[config.mk]
export PLATFORM = sky130hd
export DESIGN_NAME = uart_rx_deser_cfg
export DESIGN_NICKNAME = d
export VERILOG_FILES = /design/src/rtl/uart_pkg.sv /design/src/rtl/uart_rx_sync.sv /design/src/rtl/uart_rx_deser_cfg.sv
export SDC_FILE = /design/constraint.sdc
export NUM_CORES = 1
export LEC_CHECK = 0
export ABC_AREA = 1
export BUFFER_PORTS_ARGS = -buffer_cell sky130_fd_sc_hd__buf_2
export CAP_MARGIN = 25
export CELL_PAD_IN_SITES_DETAIL_PLACEMENT = 1
export CELL_PAD_IN_SITES_GLOBAL_PLACEMENT = 2
export CORE_MARGIN = 2
export CORE_UTILIZATION = 31
export CTS_CLUSTER_DIAMETER = 40
export CTS_CLUSTER_SIZE = 10
export DETAILED_ROUTE_END_ITERATION = 8
export PLACE_DENSITY_LB_ADDON = 0.1
export SYNTH_ARGS = -nofsm -noshare
export SYNTH_HDL_FRONTEND = slang
export SYNTH_SLANG_ARGS = --single-unit
export TNS_END_PERCENT = 50
[constraint.sdc]
create_clock -name clk -period 1.8 [get_ports clk]
set_clock_uncertainty 0.15 [all_clocks]
set_input_delay 0.36 -clock clk [delete_from_list [all_inputs] [get_ports clk]]
set_output_delay 0.36 -clock clk [all_outputs]
set_load 0.01 [all_outputs]
[src/rtl/uart_pkg.sv]
// Shared definitions for the UART receive family: FSM states, word-width floor,
// parity modes and the oversample counter width helper.
package uart_pkg;

  typedef enum logic [2:0] {
    ST_IDLE       = 3'd0,
    ST_START      = 3'd1,
    ST_DATA       = 3'd2,
    ST_PARITY     = 3'd3,
    ST_STOP1      = 3'd4,
    ST_STOP2      = 3'd5,
    ST_BREAK_WAIT = 3'd6
  } uart_rx_state_e;

  localparam int UART_MIN_WORD_WIDTH = 5;

  localparam logic UART_PARITY_EVEN = 1'b0;
  localparam logic UART_PARITY_ODD  = 1'b1;

  function automatic int uart_ctr_width(input int oversampling);
    return (oversampling <= 2) ? 1 : $clog2(oversampling);
  endfunction

endpackage

[src/rtl/uart_rx_sync.sv]
// Two-flop synchronizer for an idle-high serial line; resets to 1 so a
// receiver never sees a phantom start bit coming out of reset.
module uart_rx_sync (
  input  logic clk,
  input  logic rst_n,
  input  logic d,
  output logic q
);

  logic meta;

  always_ff @(posedge clk or negedge rst_n) begin
    if (!rst_n) begin
      meta <= 1'b1;
      q    <= 1'b1;
    end else begin
      meta <= d;
      q    <= meta;
    end
  end

endmodule

[src/rtl/uart_rx_deser_cfg.sv]
// Runtime-configurable UART receiver with one-deep output holding register.
// Define UART_RX_MAJORITY_EN for 2-of-3 voting around each mid-bit sample.
module uart_rx_deser_cfg
  import uart_pkg::*;
#(
  parameter int MAX_WORD_WIDTH = 9,
  parameter int OVERSAMPLING   = 16
) (
  input  logic                                clk,
  input  logic                                rst_n,
  input  logic                                tick,
  input  logic                                din,
  input  logic [$clog2(MAX_WORD_WIDTH+1)-1:0] cfg_word_len,
  input  logic                                cfg_parity_en,
  input  logic                                cfg_parity_odd,
  input  logic                                cfg_stop2,
  output logic [MAX_WORD_WIDTH-1:0]           dout,
  output logic                                dout_valid,
  input  logic                                dout_ready,
  output logic                                parity_err,
  output logic                                frame_err,
  output logic                                break_det,
  output logic                                overrun,
  output logic                                busy
);

  localparam int WLW = $clog2(MAX_WORD_WIDTH + 1);
  localparam int CW  = uart_ctr_width(OVERSAMPLING);
`ifdef UART_RX_MAJORITY_EN
  localparam int VOTE_DLY = 1;
`else
  localparam int VOTE_DLY = 0;
`endif
  // With voting, the decision lands on mid+1, so every count is shifted one tick.
  localparam logic [CW-1:0] START_LOAD = CW'(OVERSAMPLING / 2 - 1 + VOTE_DLY);
  localparam logic [CW-1:0] BIT_LOAD   = CW'(OVERSAMPLING - 1);

  uart_rx_state_e              state_q, state_d;
  logic [CW-1:0]               tick_ctr_q;
  logic [WLW-1:0]              bit_ctr_q;
  logic [WLW-1:0]              wl_q;
  logic [MAX_WORD_WIDTH-1:0]   shreg_q;
  logic                        par_en_q, par_mode_q, stop2_q;
  logic                        par_bit_q, ferr_q;
  logic                        din_s, bit_val, sample;
  logic                        frame_done, brk, stop_ferr, load;

  function automatic logic [WLW-1:0] clamp_wl(input logic [WLW-1:0] wl);
    if (wl < WLW'(UART_MIN_WORD_WIDTH)) return WLW'(UART_MIN_WORD_WIDTH);
    if (wl > WLW'(MAX_WORD_WIDTH))      return WLW'(MAX_WORD_WIDTH);
    return wl;
  endfunction

  uart_rx_sync u_sync (
    .clk   (clk),
    .rst_n (rst_n),
    .d     (din),
    .q     (din_s)
  );

`ifdef UART_RX_MAJORITY_EN
  logic [1:0] hist_q;

  always_ff @(posedge clk or negedge rst_n) begin
    if (!rst_n)    hist_q <= 2'b11;
    else if (tick) hist_q <= {hist_q[0], din_s};
  end

  assign bit_val = (hist_q[1] & hist_q[0]) | (hist_q[1] & din_s) | (hist_q[0] & din_s);
`else
  assign bit_val = din_s;
`endif

  assign sample = tick && (tick_ctr_q == '0);
  assign busy   = (state_q != ST_IDLE);

  always_ff @(posedge clk or negedge rst_n) begin
    if (!rst_n) state_q <= ST_IDLE;
    else        state_q <= state_d;
  end

  always_comb begin
    state_d    = state_q;
    frame_done = 1'b0;
    brk        = 1'b0;
    stop_ferr  = ferr_q;
    case (state_q)
      ST_IDLE:   if (!din_s) state_d = ST_START;
      ST_START:  if (sample) state_d = bit_val ? ST_IDLE : ST_DATA;
      ST_DATA: begin
        if (sample && (bit_ctr_q == wl_q - WLW'(1)))
          state_d = par_en_q ? ST_PARITY : ST_STOP1;
      end
      ST_PARITY: if (sample) state_d = ST_STOP1;
      ST_STOP1: begin
        if (sample) begin
          stop_ferr = ferr_q | ~bit_val;
          if (!bit_val && (shreg_q == '0) && !(par_en_q && par_bit_q)) begin
            brk     = 1'b1;
            state_d = ST_BREAK_WAIT;
          end else if (stop2_q) begin
            state_d = ST_STOP2;
          end else begin
            frame_done = 1'b1;
            state_d    = ST_IDLE;
          end
        end
      end
      ST_STOP2: begin
        if (sample) begin
          stop_ferr  = ferr_q | ~bit_val;
          frame_done = 1'b1;
          state_d    = ST_IDLE;
        end
      end
      ST_BREAK_WAIT: if (din_s) state_d = ST_IDLE;
      default:       state_d = ST_IDLE;
    endcase
  end

  // Frame capture: counters, latched config and the assembling word
  always_ff @(posedge clk or negedge rst_n) begin
    if (!rst_n) begin
      tick_ctr_q <= '0;
      bit_ctr_q  <= '0;
      wl_q       <= WLW'(UART_MIN_WORD_WIDTH);
      shreg_q    <= '0;
      par_en_q   <= 1'b0;
      par_mode_q <= UART_PARITY_EVEN;
      stop2_q    <= 1'b0;
      par_bit_q  <= 1'b0;
      ferr_q     <= 1'b0;
    end else if (state_q == ST_IDLE) begin
      if (!din_s) begin
        tick_ctr_q <= START_LOAD;
        bit_ctr_q  <= '0;
        wl_q       <= clamp_wl(cfg_word_len);
        shreg_q    <= '0;
        par_en_q   <= cfg_parity_en;
        par_mode_q <= cfg_parity_odd ? UART_PARITY_ODD : UART_PARITY_EVEN;
        stop2_q    <= cfg_stop2;
        par_bit_q  <= 1'b0;
        ferr_q     <= 1'b0;
      end
    end else if (state_q != ST_BREAK_WAIT) begin
      if (sample) begin
        tick_ctr_q <= BIT_LOAD;
        if (state_q == ST_DATA) begin
          for (int i = 0; i < MAX_WORD_WIDTH; i++)
            if (bit_ctr_q == WLW'(i)) shreg_q[i] <= bit_val;
          bit_ctr_q <= bit_ctr_q + WLW'(1);
        end
        if (state_q == ST_PARITY) par_bit_q <= bit_val;
        if (state_q == ST_STOP1 || state_q == ST_STOP2) ferr_q <= stop_ferr;
      end else if (tick) begin
        tick_ctr_q <= tick_ctr_q - CW'(1);
      end
    end
  end

  assign load = frame_done && (!dout_valid || dout_ready);

  // Output holding register and status pulses
  always_ff @(posedge clk or negedge rst_n) begin
    if (!rst_n) begin
      dout       <= '0;
      dout_valid <= 1'b0;
      parity_err <= 1'b0;
      frame_err  <= 1'b0;
      break_det  <= 1'b0;
      overrun    <= 1'b0;
    end else begin
      break_det <= brk;
      overrun   <= frame_done && dout_valid && !dout_ready;
      if (load) begin
        dout       <= shreg_q;
        parity_err <= par_en_q && ((^shreg_q ^ par_bit_q) != (par_mode_q == UART_PARITY_ODD));
        frame_err  <= stop_ferr;
        dout_valid <= 1'b1;
      end else if (dout_ready) begin
        dout_valid <= 1'b0;
      end
    end
  end

endmodule

Yosys cells after proc, flatten, opt, wreduce, memory -nomap -nowiden
Cells that the tools add are included.
{"block": "classes", "addsub": 3, "order_cmp": 2, "n_eq_ne": 24, "n_mux": 69, "bitwise": 3, "reduce_logical": 53}
{"op": "2-to-1 mux 4 bit", "n": 14}
{"op": "2-to-1 mux 9 bit", "n": 5}
{"op": "AND reduction 5 bit", "n": 9}
{"op": "2-to-1 mux 1 bit", "n": 37}
{"op": "2-to-1 mux 3 bit", "n": 10}
{"op": "nonzero test 2 bit", "n": 15}
{"op": "one-hot mux 3 bit (7 select lines)", "n": 1}
{"op": "equality test 4 x 3 -> 1 bit, second input constant", "n": 4}
{"op": "!= test 2 bit, second input constant", "n": 6}
{"op": "AND reduction 4 bit", "n": 3}
{"op": "equality test 3 bit, second input constant", "n": 3}
{"op": "logical AND 1 bit", "n": 9}
{"op": "logical NOT 9 bit", "n": 1}
{"op": "XOR reduction 9 bit", "n": 1}
{"op": "equality test 4 x 2 -> 1 bit, second input constant", "n": 2}
{"op": "logical NOT 4 bit", "n": 2}
{"op": "subtractor 4 x 1 -> 4 bit, second input constant", "n": 2}
{"op": "AND reduction 7 bit", "n": 1}
{"op": "equality test 3 x 2 -> 1 bit, second input constant", "n": 2}
{"op": "nonzero test 3 bit", "n": 2}
{"op": "adder 4 x 1 -> 4 bit, second input constant", "n": 1}
{"op": "equality test 4 x 1 -> 1 bit, second input constant", "n": 1}
{"op": "equality test 4 bit", "n": 1}
{"op": "equality test 4 bit, second input constant", "n": 1}
{"op": "17 further kinds", "n": 21}
{"block": "word_totals", "reg_bits": 45, "inputBits": 12, "output_inout_bits": 15}

Depth between registers and ports, before layout
Gate-level depths: netlist (run 1).
{"block": "logic_depth", "depth_word": 9, "mapped_depth": 13, "mapped_depth_nobuf": 13}

By module
From an unflattened synthesis (run 1), not the netlist that was laid out.
{"block": "hier_totals", "hier_cells": 341, "hier_area_um2": 2533.7}
{"module": "uart_rx_deser_cfg", "n_inst": 1, "cells_each": 339, "area_each_um2": 2481.1}
{"module": "uart_rx_sync", "n_inst": 1, "cells_each": 2, "area_each_um2": 52.6}

Least setup slack after synthesis (run 1)
OpenSTA, ideal clock, no wires.
{"block": "synth_timing", "kind": "register to register", "from": "reg wl_q[0]", "to": "reg state_q[1]", "arrival_ps": 1495, "t_required_ps": 1533, "setup_slack_ps": 38, "path_stages_with_launch": 13, "synth_period_minus_slack_ps": 1762, "cell_sequence": "dfstp_2 -> inv_1 -> ha_1 -> nand2_1 -> inv_1 -> nor2_1 -> nand2_1 -> nor2_1 -> nand2_1 -> nand2_1 -> nand2_1 -> nand2_1 -> nand2_1"}
{"block": "synth_between", "elab_chain_len": 5}
{"element": "start: declaration", "line_no": "uart_rx_deser_cfg.sv:41", "source": "logic [WLW-1:0] wl_q;"}
{"element": "start signal: assignment", "line_no": "uart_rx_deser_cfg.sv:126", "source": "wl_q <= WLW'(UART_MIN_WORD_WIDTH);"}
{"element": "start signal: assignment", "line_no": "uart_rx_deser_cfg.sv:137", "source": "wl_q <= clamp_wl(cfg_word_len);"}
{"element": "subtractor 4 x 1 -> 4 bit", "line_no": "uart_rx_deser_cfg.sv:91", "source": "if (sample && (bit_ctr_q == wl_q - WLW'(1)))"}
{"element": "equality test 4 bit", "line_no": "uart_rx_deser_cfg.sv:91"}
{"element": "logical AND 1 bit", "line_no": "uart_rx_deser_cfg.sv:91"}
{"element": "!= test 2 bit (no source line)"}
{"element": "AND reduction 7 bit (no source line)"}
{"element": "end signal: assignment", "line_no": "uart_rx_deser_cfg.sv:79", "source": "else state_q <= state_d;"}
{"element": "end: declaration", "line_no": "uart_rx_deser_cfg.sv:38", "source": "uart_rx_state_e state_q, state_d;"}
Every way passes these cells.
A chain may end at the register's enable or synchronous reset.

Worst setup path in the final report (run 1)
{"block": "layout_timing", "from": "reg tick_ctr_q[1]", "to": "reg dout[3]"}
{"block": "layout_between", "elab_chain_len": 5}
{"element": "start: declaration", "line_no": "uart_rx_deser_cfg.sv:39", "source": "logic [CW-1:0] tick_ctr_q;"}
{"element": "start signal: assignment", "line_no": "uart_rx_deser_cfg.sv:156", "source": "tick_ctr_q <= tick_ctr_q - CW'(1);"}
{"element": "logical NOT 4 bit *", "line_no": "uart_rx_deser_cfg.sv:74", "source": "assign sample = tick && (tick_ctr_q == '0);"}
{"element": "logical AND 1 bit *", "line_no": "uart_rx_deser_cfg.sv:74"}
{"element": "2-to-1 mux 1 bit (on tied branches)", "line_no": "uart_rx_deser_cfg.sv:110, uart_rx_deser_cfg.sv:96"}
{"element": "one-hot mux 1 bit (2 select lines) *", "line_no": "uart_rx_deser_cfg.sv:87", "source": "case (state_q)"}
{"element": "logical AND 1 bit *", "line_no": "uart_rx_deser_cfg.sv:161", "source": "assign load = frame_done && (!dout_valid || dout_ready);"}
{"element": "end signal: assignment", "line_no": "uart_rx_deser_cfg.sv:176", "source": "dout <= shreg_q;"}
{"element": "end: declaration", "line_no": "uart_rx_deser_cfg.sv:17", "source": "output logic [MAX_WORD_WIDTH-1:0] dout,"}
Mark *: on every way between the ends. The rest lies on a longest branch, timed or not.

==> impl_metrics.env, run 1 <==
export IMPL_outcome="complete, no violations"
export IMPL_grt_overflow_total=0
export IMPL_first_pass_grt_wire_length_mm=11.99
export IMPL_worst_setup_path_end_kind="flip-flop"
export IMPL_post_route_min_period_ps=1798
export IMPL_worst_r2r_endpoint="dout[3]"
export IMPL_total_power_mw=5.748
export IMPL_finalMaxSlewViolations=0
export IMPL_hold_depth=3
export IMPL_worstSetupStartpointType="flip-flop"
export IMPL_post_route_drc_count=0
export IMPL_synthesis_area_mm2=0.002550
export IMPL_number_of_global_route_vias_before_repair=2427
export IMPL_synth_edff_count=0
export IMPL_number_of_port_buffers=26
export IMPL_floorplan_rows=33
export IMPL_cts_root_buf="sky130_fd_sc_hd__clkbuf_8"
export IMPL_layout_nets=419
export IMPL_overall_die_height_um=94.70
export IMPL_synth_seq_area_share=0.4436
export IMPL_drt_iter0_markers=34
export IMPL_viasPerCell=4.670
export IMPL_path_clk_slew_ps=100
export IMPL_detailedRoute_firstPassIterationCount=4
export IMPL_final_setup_viol_count=0
export IMPL_clk_insertion_delay_late_ps=310
export IMPL_hpwl_mm=5.130
export IMPL_max_cap_violations=0
export IMPL_clock_sink_count=45
export IMPL_initial_core_util=0.3151
export IMPL_synth_async_sr_flop_share=1.000
export IMPL_multi_input_area_mm2=0.001435
export IMPL_detailed_route_via_count=2349
export IMPL_totalWireLength_mm=7.213
export IMPL_number_of_warnings_reported_in_the_yosys_synthesis_log=0
export IMPL_crit_path_cell_chain="inv_2 -> ha_4 -> inv_2 -> nor2_4 -> nand3_4 -> nor2_4 -> nand3_4 -> clkbuf_16 -> nand2_1 -> o21ai_1"
export IMPL_seqCellArea_mm2=0.001131
export IMPL_critPathRequiredTime_ps=1860
export IMPL_p_leak_nw=1.735
export IMPL_netlist_instances=337
export IMPL_layout_drive_gt1_share=0.3467
export IMPL_timing_reg2reg_setup_slack_ps=2
export IMPL_hold_end="stop2_q"
export IMPL_tritoncts="done"
export IMPL_power_per_cell_area_mw_per_mm2=1657
export IMPL_cts_max_path_buffers=2
export IMPL_critical_path_top_delay_family="simple AND/OR/NAND/NOR gates"
export IMPL_grt_max_degree=46
export IMPL_max_slew_worst_pin_slew_ps=379.4
export IMPL_critical_path_class="reg2reg"
export IMPL_synth_nets=359
export IMPL_ffs_latches_synth=45
export IMPL_fmax_ghz=0.5562
export IMPL_synth_lib_cells_used_distinct=29
export IMPL_antenna_found_initial=0
export IMPL_num_antenna_cells=0
export IMPL_avgRoutedWirePerCell_um=14.34
export IMPL_core_area_mm2=0.008093
export IMPL_design_area_mm2=0.003470
export IMPL_worstPathBufferInverterCount=3
export IMPL_grt_setup_unrepaired="yes"
export IMPL_r2r_start="tick_ctr_q[1]"
export IMPL_postSynth_topFlopCell="sky130_fd_sc_hd__dfrtp_1"
export IMPL_syn_area_per_cell_um2=7.567
export IMPL_period_share=0.9988
export IMPL_max_vdd_ir_drop_mv=0.5750
export IMPL_drt_antenna_violating_nets=0
export IMPL_placement_setup_worst_slack_ps=-141.9
export IMPL_cts_made_buffers=5
export IMPL_hp_class="in2reg"
export IMPL_gr_usage_all_layers=0.1722
export IMPL_worst_path_max_fanout=6
export IMPL_worstRegToRegCells=10
export IMPL_fillers=984
export IMPL_critical_path_max_stage_delay_ps=400
export IMPL_floorplan_die_area_mm2=0.008967
export IMPL_placed_cell_area_mm2=0.002960
export IMPL_worst_slack_ps=2.217
export IMPL_data_arrival_time_at_the_worst_slack_endpoint_ps=1850
export IMPL_finalWeightedCongestion=0.8088
export IMPL_report_final_hold_viol_count=0
export IMPL_max_slew_margin_rel=0.7444
export IMPL_cts_htree_levels=2
export IMPL_design_portCount=27
export IMPL_hp_start="cfg_stop2"
export IMPL_syn2layout_area_growth_pct=36.06
export IMPL_die_extent_in_x_um=94.70
export IMPL_crit_slowest_cell="sky130_fd_sc_hd__dfrtp_1"
[cells in the mapped netlist (3+ instances only)]
cell,number,area [µm²]
sky130_fd_sc_hd__a21oi_1,5,25.02
sky130_fd_sc_hd__buf_2,3,15.01
sky130_fd_sc_hd__dfrtp_1,41,1026
sky130_fd_sc_hd__dfstp_2,4,105.1
sky130_fd_sc_hd__ha_1,10,125.1
sky130_fd_sc_hd__inv_1,47,176.4
sky130_fd_sc_hd__inv_2,5,18.77
sky130_fd_sc_hd__nand2_1,97,364.1
sky130_fd_sc_hd__nand2_4,3,33.78
sky130_fd_sc_hd__nand3_1,33,165.2
sky130_fd_sc_hd__nand3_2,3,30.03
sky130_fd_sc_hd__nor2_1,28,105.1
sky130_fd_sc_hd__o21ai_0,21,105.1
sky130_fd_sc_hd__o21ai_1,15,75.07
[registers in the layout, summed over array words and instances (netlist names), 3 cells and up]
signal,flops
dout,9
shreg_q,9
bit_ctr_q,4
tick_ctr_q,4
wl_q,4
state_q,3
[placed cells by master, fill, tap and decap left out, drive strengths merged]
| cell type | count |
|---|---|
| o2111ai | 1 |
| clkinvlp | 1 |
| o21a | 1 |
| inv | 53 |
| o22ai | 1 |
| nand2 | 102 |
| xor2 | 2 |
| nor3 | 1 |
| o21ai | 36 |
| nand3 | 37 |
| buf | 54 |
| a21oi | 5 |
| clkbuf | 8 |
| dlygate4sd3 | 2 |
| bufinv | 1 |
| nand4 | 2 |
| nor2 | 32 |
| a31oi | 2 |
| ha | 10 |
| dfrtp | 41 |
| dfstp | 4 |
| o211ai | 2 |
[cell type report]
cell class	instances	area share
inverter	53	0.05806
tap	105	0.03787
clock buffer	6	0.02380
sequential	45	0.3260
clock inverter	2	0.01082
multi-input combinational	234	0.4136
timing repair buffer	58	0.1298
[layer usage]
layer | track usage | share of wire | vias up
li1 | - | - | 1183
met1 | 0.2280 | 0.45 | 1134
met2 | 0.2937 | 0.52 | 26
met3 | 0.02634 | 0.020 | 6
met4 | 0.04348 | 0.0090 | 0
met5 | 0 | 0 | -
[logic make-up (layout without fill, tap and decap cells)]
kind of cell	after synthesis	in the layout	synth area share
buf+inv	59	119	0.09519
flops	45	45	0.4436
fa+ha+maj	10	10	0.04907
xor+xnor	2	2	0.006871
simple gates	173	174	0.3052
compound gates	48	48	0.1001
[where the power goes]
| part | switching, mW | internal (mW) |
|---|---|---|
| combinational | 2.10 | 1.26 |
| clock | 0.396 | 0.453 |
| sequential | 0.225 | 1.31 |
[worst max path at each step]
stage / startpoint / to / cells past startpoint
6_report: tick_ctr_q[1] / dout[3] / 10
5_1_grt: shreg_q[0] / dout[3] / 11
4_1_cts: tick_ctr_q[1] / shreg_q[8] / 12
3_5_place_dp: tick_ctr_q[0] / shreg_q[8] / 12
3_3_place_gp: tick_ctr_q[0] / shreg_q[1] / 12
2_1_floorplan: wl_q[0] / state_q[1] / 12
[stage by stage]
step                        util  hold WS [ps]  setup TNS (ps)  std cells
after global placement    0.3658         195.3          -748.2        484
after global routing      0.4287         111.1           -2368        503
final                     0.4287         109.2               0        503
after floorplan                -        -85.59               0        337
after detailed placement  0.3658         197.8           -2249        484
after CTS                 0.3975         97.93          -27.45        497
[timing repair]
item,CTS,global route
endpoints found under the hold margin,42,0
hold buffers,2,0
pin swaps,6,15
buffers inserted,2,3
resized for setup,24,55
gates cloned,1,3
setup endpoints to repair,30,33
[worst reg2reg max path: stages, from the launching register on]
cell,delay (ps)
sky130_fd_sc_hd__dfrtp_1,400
sky130_fd_sc_hd__inv_2,80
sky130_fd_sc_hd__ha_4,130
sky130_fd_sc_hd__inv_2,40
sky130_fd_sc_hd__nor2_4,100
sky130_fd_sc_hd__nand3_4,110
sky130_fd_sc_hd__nor2_4,200
sky130_fd_sc_hd__nand3_4,170
sky130_fd_sc_hd__clkbuf_16,200
sky130_fd_sc_hd__nand2_1,60
sky130_fd_sc_hd__o21ai_1,60
Note: power is estimated with default switching activity, not from simulation.
==> run 2: changes to the inputs <==
Settings changed: ABC_AREA 1 to not set, CORE_UTILIZATION 31 to 33.
Clock period 1.8 ns to 1.5 ns, I/O delays scaled along.
==> run 2 against run 1 <==
Net effect:
- the run now ends with setup timing left
- design area grew 9.1%
- largest power group unchanged
- highest routed layer unchanged
- sequential cell count did not move
- die area down 11%
- wire length grew 0.53%
- largest cell class unchanged
==> impl_metrics.env, run 2 <==
export IMPL_cell_type_with_the_highest_aggregate_area_in_the_netlist="sky130_fd_sc_hd__dfrtp_1"
export IMPL_grt_overflow_total=0
export IMPL_worstSetupStartpointType="flip-flop"
export IMPL_yosysMostFrequentCell="sky130_fd_sc_hd__dfrtp_1"
export IMPL_final_cell_mix="71 x sky130_fd_sc_hd__buf_4, 40 x sky130_fd_sc_hd__dfrtp_1, 34 x sky130_fd_sc_hd__nand2_1, 25 x sky130_fd_sc_hd__buf_2, 15 x sky130_fd_sc_hd__nor2_1"
export IMPL_grt_max_degree=38
export IMPL_floorplan_die_area_mm2=0.007950
export IMPL_number_of_warnings_reported_in_the_yosys_synthesis_log=0
export IMPL_p_leak_nw=1.776
export IMPL_power_per_cell_area_mw_per_mm2=1657
export IMPL_synth_edff_count=0
export IMPL_path_clk_slew_ps=90
export IMPL_max_slew_worst_pin_slew_ps=366.2
export IMPL_finalMaxSlewViolations=0
export IMPL_biggestRegsByFlops="dout (9), shreg_q (9)"
export IMPL_seqCellArea_mm2=0.001132
export IMPL_mostFrequentLayoutCell="sky130_fd_sc_hd__buf_4"
export IMPL_number_of_global_route_vias_before_repair=2376
export IMPL_failed_checks="setup timing"
export IMPL_cts_made_buffers=5
export IMPL_clock_sink_count=45
export IMPL_initial_core_util=0.3354
export IMPL_synth_async_sr_flop_share=1.000
export IMPL_number_of_port_buffers=26
export IMPL_placement_setup_worst_slack_ps=-581.1
export IMPL_viasPerCell=4.764
export IMPL_worst_setup_path_end_kind="flip-flop"
export IMPL_tritoncts="done"
export IMPL_gr_usage_all_layers=0.2002
export IMPL_max_slew_margin_rel=0.7558
export IMPL_max_vdd_ir_drop_mv=0.5596
export IMPL_synth_seq_area_share=0.4726
export IMPL_drt_iter0_markers=88
export IMPL_outcome="finished, violations left"
export IMPL_synthesis_area_mm2=0.002394
export IMPL_synth_common_cells="41 x sky130_fd_sc_hd__dfrtp_1, 38 x sky130_fd_sc_hd__nand2_1, 21 x sky130_fd_sc_hd__o21ai_1, 18 x sky130_fd_sc_hd__nor2_1, 17 x sky130_fd_sc_hd__inv_1"
export IMPL_die_extent_in_x_um=89.17
export IMPL_syn_area_per_cell_um2=9.574
export IMPL_detailedRoute_firstPassIterationCount=3
export IMPL_detailed_route_via_count=2201
export IMPL_layout_nets=384
export IMPL_cts_max_path_buffers=2
export IMPL_post_route_min_period_ps=2086
export IMPL_num_antenna_cells=0
export IMPL_fin_tns_setup_ps=-12500
export IMPL_totalWireLength_mm=7.251
export IMPL_core_area_mm2=0.007137
export IMPL_post_route_drc_count=0
export IMPL_syn2layout_area_growth_pct=58.18
export IMPL_cts_htree_levels=2
export IMPL_biggest_area_contributors_in_the_synthesized_netlist="sky130_fd_sc_hd__dfrtp_1 43%, sky130_fd_sc_hd__nand2_1 6.0%, sky130_fd_sc_hd__ha_1 5.2%"
export IMPL_report_final_hold_viol_count=0
export IMPL_synth_nets=272
export IMPL_grt_setup_unrepaired="yes"
export IMPL_antenna_found_initial=0
export IMPL_cts_root_buf="sky130_fd_sc_hd__clkbuf_8"
export IMPL_final_setup_viol_count=41
export IMPL_design_portCount=27
export IMPL_ffs_latches_synth=45
export IMPL_worst_path_max_fanout=3
export IMPL_synth_lib_cells_used_distinct=50
export IMPL_fmax_ghz=0.4793
export IMPL_multi_input_area_mm2=0.001438
export IMPL_fillers=839
export IMPL_critPathRequiredTime_ps=1540
export IMPL_critical_path_class="reg2reg"
export IMPL_first_pass_grt_wire_length_mm=11.96
export IMPL_clk_insertion_delay_late_ps=300
export IMPL_max_cap_violations=0
export IMPL_netlist_instances=250
export IMPL_data_arrival_time_at_the_worst_slack_endpoint_ps=2130
export IMPL_worst_slack_ps=-586.3
export IMPL_hp_class="in2reg"
export IMPL_floorplan_rows=31
export IMPL_finalWeightedCongestion=0.7913
export IMPL_period_share=1.391
export IMPL_drt_antenna_violating_nets=0
export IMPL_yosysTopAreaCellShare=0.4286
export IMPL_overall_die_height_um=89.17
export IMPL_hpwl_mm=5.273
export IMPL_postSynth_topFlopCell="sky130_fd_sc_hd__dfrtp_1"
export IMPL_layout_drive_gt1_share=0.5069
export IMPL_avgRoutedWirePerCell_um=15.69
-- run 2: cell count changes after synthesis, sizes merged, moves of 7 or more --
cell and delta:
inv -36, nand2 -64, nand3 -26, nor2 -13, o21ai -12, xnor2 +7
-- run 2: where the power goes --
group	leakage, nW	switching (mW)	internal [mW]
logic	1.12	1.70	1.81
registers	0.587	0.197	1.46
clock network	0.0681	0.451	0.662
total	1.78	2.35	3.93
-- run 2: metrics by stage --
stage / hold WS, ps / instance area [µm²] / total power [mW] / util / cells
final: 13.75 / 3786 / 6.275 / 0.5305 / 462
after global routing: 13.78 / 3786 / 6.715 / 0.5305 / 462
after CTS: 12.39 / 3642 / 6.102 / 0.5103 / 458
after detailed placement: 29.56 / 3252 / 4.565 / 0.4556 / 439
after global placement: 24.51 / 3252 / 4.471 / 0.4556 / 439
after floorplan: -145.6 / 2490 / 3.226 / - / 250
-- run 2: metal layers --
metal  share of wire  up-vias  global-route usage
met5               0        -                   0
met4          0.0097        0             0.04885
met3           0.019        5             0.03047
met2            0.53       27              0.3589
met1            0.45     1075              0.2519
li1                -     1094                   -
-- run 2: path summary, 6_finish.rpt --
kind	startpoint	to	slack, ps	cells after the start
max	wl_q[0]	state_q[0]	-590	7
min	cfg_word_len[3]	wl_q[2]	10	2
max reg2reg	wl_q[0]	state_q[0]	-590	7
min reg2reg	u_sync.meta	u_sync.q	210	0
max in group asynchronous	rst_n	wl_q[2]	430	3
min in group asynchronous	rst_n	shreg_q[3]	230	2
-- run 2: what timing repair did --
| item | CTS | global route |
|---|---|---|
| resized for setup | 40 | 29 |
| hold endpoints to repair | 38 | 0 |
| pin swaps | 22 | 4 |
| buffers inserted | 7 | 4 |
| setup endpoints to repair | 44 | 44 |
| cloned | 2 | 0 |
| hold buffers | 2 | 0 |
-- run 2: final cells by class --
class	instances	area share
multi-input cells	178	0.3797
flip-flops and latches	45	0.2991
repair buffers	115	0.2353
well taps	99	0.03272
clock buffers	5	0.01818
inverters	17	0.01785
clock inverters	3	0.01718
-- run 2: cell families (layout without fill, tap and decap cells) --
kind of cell | after synthesis | count (layout) | share of synthesized area
simple gates | 97 | 97 | 0.1986
compound gates | 52 | 52 | 0.1453
flops | 45 | 45 | 0.4726
buf+inv | 27 | 140 | 0.04600
xor+xnor | 13 | 13 | 0.05332
fa+ha+maj | 10 | 10 | 0.05227
mux | 6 | 6 | 0.03189
-- run 2: worst max-delay path, stage by stage, from the launching register on --
cell and delay, ps:
sky130_fd_sc_hd__dfstp_2 550, sky130_fd_sc_hd__inv_2 50, sky130_fd_sc_hd__ha_4 140, sky130_fd_sc_hd__xnor3_1 180, sky130_fd_sc_hd__a2111o_1 410, sky130_fd_sc_hd__o41ai_4 80
sky130_fd_sc_hd__a21oi_4 90, sky130_fd_sc_hd__mux2_4 320
